<file path="src/rtl/btb_pkg.sv">
// Shared definitions for the branch target buffer: default geometry, entry
// record and the pc index/tag split reused by the direction predictor.
package btb_pkg;

  localparam int BTB_IDX_BITS = 4;
  localparam int BTB_TAG_W    = 32 - BTB_IDX_BITS;

  typedef struct packed {
    logic                 valid;
    logic [BTB_TAG_W-1:0] tag;
    logic [31:0]          target;
  } btb_entry_t;

  // pc is a word address, so the index is taken straight from the low bits.
  function automatic logic [31:0] pc_index(input logic [31:0] pc, input int idx_bits);
    return pc & ((32'd1 << idx_bits) - 32'd1);
  endfunction

  function automatic logic [31:0] pc_tag(input logic [31:0] pc, input int idx_bits);
    return pc >> idx_bits;
  endfunction

endpackage

</file>
<file path="src/rtl/sat_counter.sv">
// Saturating event counter with synchronous active-high clear; holds at
// all-ones instead of wrapping.
module sat_counter #(
  parameter int W = 32
) (
  input  logic         clock,
  input  logic         reset,
  input  logic         i_en,
  output logic [W-1:0] o_count
);

  logic [W-1:0] r_count;

  // NOTE: clocked state uses non-blocking assignments so every flop samples
  // pre-edge values; blocking here would create order-dependent races.
  always_ff @(posedge clock) begin
    if (reset) begin
      r_count <= '0;
    end else if (i_en && (r_count != '1)) begin
      r_count <= r_count + 1'b1;
    end
  end

  assign o_count = r_count;

endmodule

</file>
<file path="src/rtl/branch_target_buffer.sv">
// Direct-mapped branch target buffer: zero-latency lookup for decode,
// training from execute resolution, and saturating lookup/hit statistics.
module branch_target_buffer
  import btb_pkg::*;
#(
  parameter int IDX_BITS = BTB_IDX_BITS,
  parameter int CNT_W    = 32
) (
  input  logic             clock,
  input  logic             reset,
  input  logic [31:0]      pc,
  input  logic             is_branch,
  output logic             hit,
  output logic [31:0]      target,
  input  logic [31:0]      past_pc,
  input  logic             past_is_branch,
  input  logic             past_taken,
  input  logic [31:0]      past_target,
  input  logic             inval_all,
  output logic [CNT_W-1:0] lookup_count,
  output logic [CNT_W-1:0] hit_count
);

  localparam int ENTRIES = 1 << IDX_BITS;
  localparam int TAG_W   = 32 - IDX_BITS;

  logic [ENTRIES-1:0] r_valid;
  logic [TAG_W-1:0]   r_tag    [ENTRIES];
  logic [31:0]        r_target [ENTRIES];

  logic [IDX_BITS-1:0] w_rd_idx;
  logic [TAG_W-1:0]    w_rd_tag;
  logic [IDX_BITS-1:0] w_wr_idx;
  logic [TAG_W-1:0]    w_wr_tag;
  logic                w_wr_match;
  logic                w_hit;
  logic [31:0]         w_target;

  assign w_rd_idx = IDX_BITS'(pc_index(pc, IDX_BITS));
  assign w_rd_tag = TAG_W'(pc_tag(pc, IDX_BITS));
  assign w_wr_idx = IDX_BITS'(pc_index(past_pc, IDX_BITS));
  assign w_wr_tag = TAG_W'(pc_tag(past_pc, IDX_BITS));

  assign w_wr_match = r_valid[w_wr_idx] && (r_tag[w_wr_idx] == w_wr_tag);

  // NOTE: every output of a combinational block gets a default first, so no
  // path leaves it unassigned and no latch is inferred.
  always_comb begin
    w_hit    = 1'b0;
    w_target = 32'd0;
    if (r_valid[w_rd_idx] && (r_tag[w_rd_idx] == w_rd_tag)) begin
      w_hit    = 1'b1;
      w_target = r_target[w_rd_idx];
    end
  end

  assign hit    = w_hit;
  assign target = w_target;

  // Valid bits live in one flop vector so reset and flush clear them in a
  // single cycle; a flush drops any coincident training.
  always_ff @(posedge clock) begin
    if (reset || inval_all) begin
      r_valid <= '0;
    end else if (past_is_branch) begin
      if (past_taken) begin
        r_valid[w_wr_idx] <= 1'b1;
      end else if (w_wr_match) begin
        r_valid[w_wr_idx] <= 1'b0;
      end
    end
  end

  // NOTE: tag/target storage is deliberately not reset; the valid vector
  // guards it, which keeps the arrays plain enable-only flops.
  always_ff @(posedge clock) begin
    if (!reset && !inval_all && past_is_branch && past_taken) begin
      r_tag[w_wr_idx]    <= w_wr_tag;
      r_target[w_wr_idx] <= past_target;
    end
  end

  sat_counter #(.W(CNT_W)) u_lookup_count (
    .clock   (clock),
    .reset   (reset),
    .i_en    (is_branch),
    .o_count (lookup_count)
  );

  sat_counter #(.W(CNT_W)) u_hit_count (
    .clock   (clock),
    .reset   (reset),
    .i_en    (is_branch && w_hit),
    .o_count (hit_count)
  );

endmodule

</file>
<file path="config.mk">
export PLATFORM = sky130hd
export DESIGN_NAME = branch_target_buffer
export DESIGN_NICKNAME = d
export VERILOG_FILES = /design/src/rtl/btb_pkg.sv /design/src/rtl/sat_counter.sv /design/src/rtl/branch_target_buffer.sv
export SDC_FILE = /design/constraint.sdc
export NUM_CORES = 1
export LEC_CHECK = 0
export ABC_AREA = 1
export CAP_MARGIN = 20
export CORE_ASPECT_RATIO = 0.75
export CORE_MARGIN = 1
export CORE_UTILIZATION = 25
export CTS_BUF_LIST = sky130_fd_sc_hd__clkbuf_8
export CTS_CLUSTER_DIAMETER = 50
export DETAILED_ROUTE_END_ITERATION = 10
export HOLD_SLACK_MARGIN = 0.1
export SKIP_LAST_GASP = 1
export SLEW_MARGIN = 10
export SYNTH_ARGS = -nofsm -noshare
export SYNTH_HDL_FRONTEND = slang
export SYNTH_SLANG_ARGS = --single-unit
</file>
<file path="constraint.sdc">
create_clock -name clock -period 8.6 [get_ports clock]
set_input_delay 1.72 -clock clock [delete_from_list [all_inputs] [get_ports clock]]
set_output_delay 1.72 -clock clock [all_outputs]
set_load 0.02 [all_outputs]
</file>
==> run metrics <==
status=finished clean; simple-gate share of the synthesized area=0.2310; Comb pwr share=0.082; buffers plus inverters on the worst setup path=4; Non-Filler Instances=8156; CP max stage cell=nor3_1; syn nets=5344; H-tree depth=4; Post-CTS Hold Fix Bufs=0; Avg Cell Area, Syn=9.412 sq um; largest family of logic cells by synthesized area=simple AND/OR/NAND/NOR gates; Peak supply drop=0.1080 mV; number of global-route vias before repair=36620; sequential share of power=0.524; Row Count=140; Total GRT Usage=0.1595; power per cell area=185.5 mW/mm^2; first-pass GRT wire length=240500 um; clk_lat worst skew=0.90 ns; Layout Area Growth over Synthesis=15.63%; Rel. slew slack=0.2419; compound-gate portion of the synthesized area=0.08186; Slew @ Worst Pin=1.137 ns; initial antenna violation count=33; HP Class=reg2reg; CP delay by family, top=simple AND/OR/NAND/NOR gates; Req. time, crit path=6.88 ns; Root Buffer=clkbuf_8; Netlist Area Pre-Place=0.04932 sq mm; CP peak stage delay=0.84 ns; CP Max Fanout=70; critical path type=in2out; DRT Pass-1 Iters=6; Vias/cell=4.858; Cell Int Power=7.854 mW; fin crit period=8.198 ns; Reg clk slew, reported paths=0.07 ns; Net Switching=2.726 mW; total number of vias=39620; DIE WIDTH=514.9 um; max-slew violation count=0; Core Box Area=0.1951 sq mm; Top FF cell, synth=edfxtp_1; post-CTS sizing=0; leakage dissipation=21.38 nW; post-synthesis mux area share=0; CTS tree=done; CP endpoint kind=output port; post-synthesis async set-or-reset flop share=0; fraction of layout cells with a size suffix above 1=0.06599; cell mode on critical path=nand2_1; Synth Instances=5240; total CTS buffers=178; pin count of the biggest net entering global routing=176; Synth Register Bits=1040; initial drt markers=5253; Layout Skew=0.1249 ns; clock power share=0.393; die area=0.1991 sq mm; yosys warns=0; Total Power=10.58 mW; post-synthesis sequential area ratio=0.6170; placed cell count=7829; WL final=163900 um; TNS Setup=0 ns; Netlist cell types=44; I/O pins=199; Critical Path AT=6.48 ns; xor and xnor fraction of the mapped netlist area=0.001776; setup bufs post-CTS=0; die height=386.7 um; crit path launch type=input port; WL/cell=20.09 um; FMAX=122.0 MHz; Final ANT Viol Nets=0; cell chain of the critical path=buf_8 > buf_4 > nor2_1 > nor2_1 > nand2_1 > nand3_1 > nand3_1 > nand2_1 > nand2_1 > nand2_1 > nand2_1 > nor2_1 > nand2_1 > nor2_2 > nand2_2 > buf_4 > nor3_1 > clkdlybuf4s50_1; GRT Residual Overflow=0; dpl hpwl=89350 um; DRC viols=0; max cap viols=0; Max clock buf depth=4; Layout Nets=5487; fill count=20380; Final setup viols=0; period utilisation layout=0.9532; RSZ-0062 raised after global routing=no; Post-synth EDFFs=960; gp weighted congestion=0.8966; Final Hold Viols=0; initial core utilization=0.2528; buffers added on ports=198; clock sinks=1040; Switching Share=0.2576; Synth Area in Adders=0.0005074
synth_stat cells (34+ instances only):
master    number  area [sq um]
a21oi_1      274          1371
a221oi_1     110         963.4
buf_2         81         405.4
buf_6         47         529.3
clkbuf_1     132         495.5
dfxtp_1       80          1602
edfxtp_1     960         28830
inv_1        417          1565
nand2_1     1847          6933
nand3_1      412          2062
nand4_1       72         450.4
nor2_1       267          1002
nor3_1       126         630.6
o211ai_1      34         255.2
o21ai_0      187         935.9
o21ai_1       48         240.2
flip-flops by register name (all words and copies together) (netlist names), named ones only:
signal                  flops
u_lookup_count.o_count     32
r_target                  512
u_hit_count.o_count        32
r_tag                     448
worst register-to-register path, delay by kind of cell (launching register included):
kind / cells / cell delay (ns)
and+or+nand+nor: 14 / 1.98
DFF: 1 / 0.38
adders and majority gates: 1 / 0.21
buffers and inverters: 3 / 0.57
cells in the final DEF (no fill, tap or decap), types with 10 or more instances in the layout:
cell type and n:
a21oi_1 274, a221oi_1 110, a311oi_1 19, buf_12 21, buf_4 68, clkbuf_8 185
clkdlybuf4s50_1 184, clkinv_1 53, clkinv_2 20, dfxtp_1 80, diode_2 13, edfxtp_1 960
inv_1 461, nand2_1 1846, nand3_1 412, nand4_1 72, nor2_1 265, nor3_1 110
nor3_2 16, nor4_1 10, o211ai_1 34, o21ai_0 187, o21ai_1 48
cells by family (layout without fill, tap and decap cells):
family          after synthesis  count (layout)
compound gates              684             684
xor+xnor                     10              10
fa+ha+maj                     2               2
buf+inv                     741            1017
flops                      1040            1040
other cells                   0              13
simple gates               2763            2763
cell type report:
| class | instances | area (sq um) | share of cell area |
|---|---|---|---|
| diodes | 13 | 32.53 | 0.0005704 |
| clock buffers | 184 | 2532 | 0.04441 |
| clock inverters | 129 | 633.1 | 0.01110 |
| inverters | 426 | 1630 | 0.02859 |
| multi-input cells | 3459 | 15640 | 0.2743 |
| flip-flops and latches | 1040 | 30430 | 0.5336 |
| well taps | 2627 | 3287 | 0.05764 |
| repair buffers | 278 | 2843 | 0.04985 |
worst paths after layout:
path / from / end / slack [ns] / cells after the start
max: pc[0] / target[13] / 0.40 / 18
min: flop / flop / 0.47 / 2
max reg2reg: u_hit_count.o_count[1]$_SDFFE_PP0P_ / u_hit_count.o_count[8]$_SDFFE_PP0P_ / 5.36 / 18
min reg2reg: flop / flop / 0.47 / 2
power groups by stage:
| stage | combinational [mW] | sequential (mW) | clock, mW |
|---|---|---|---|
| 2_1_floorplan | 0.530 | 5.65 | 0 |
| 3_3_place_gp | 0.842 | 5.65 | 0 |
| 3_5_place_dp | 0.852 | 5.65 | 0 |
| 4_1_cts | 0.855 | 5.55 | 4.24 |
| 5_1_grt | 0.949 | 5.54 | 4.46 |
| 6_report | 0.871 | 5.55 | 4.16 |
per-stage QoR:
stage          worst slack, ns  utilization  hold slack [ns]  area [sq um]
3_3_place_gp            0.5761       0.2758           0.4618         53820
6_report                0.4022       0.2922           0.4741         57030
4_1_cts                 0.6099       0.2920           0.4741         56980
3_5_place_dp            0.6371       0.2758           0.4641         53820
2_1_floorplan            1.418            -           0.4342         49320
5_1_grt                 0.1696       0.2921           0.4956         57010
layer usage:
layer	global-route usage	vias up	routed length, um
met5	0	-	161
met4	0.04721	24	4223
li1	-	18150	-
met3	0.03560	319	17070
met1	0.2281	19040	71340
met2	0.2380	2096	71100
Power figures use the tool's default switching activity.
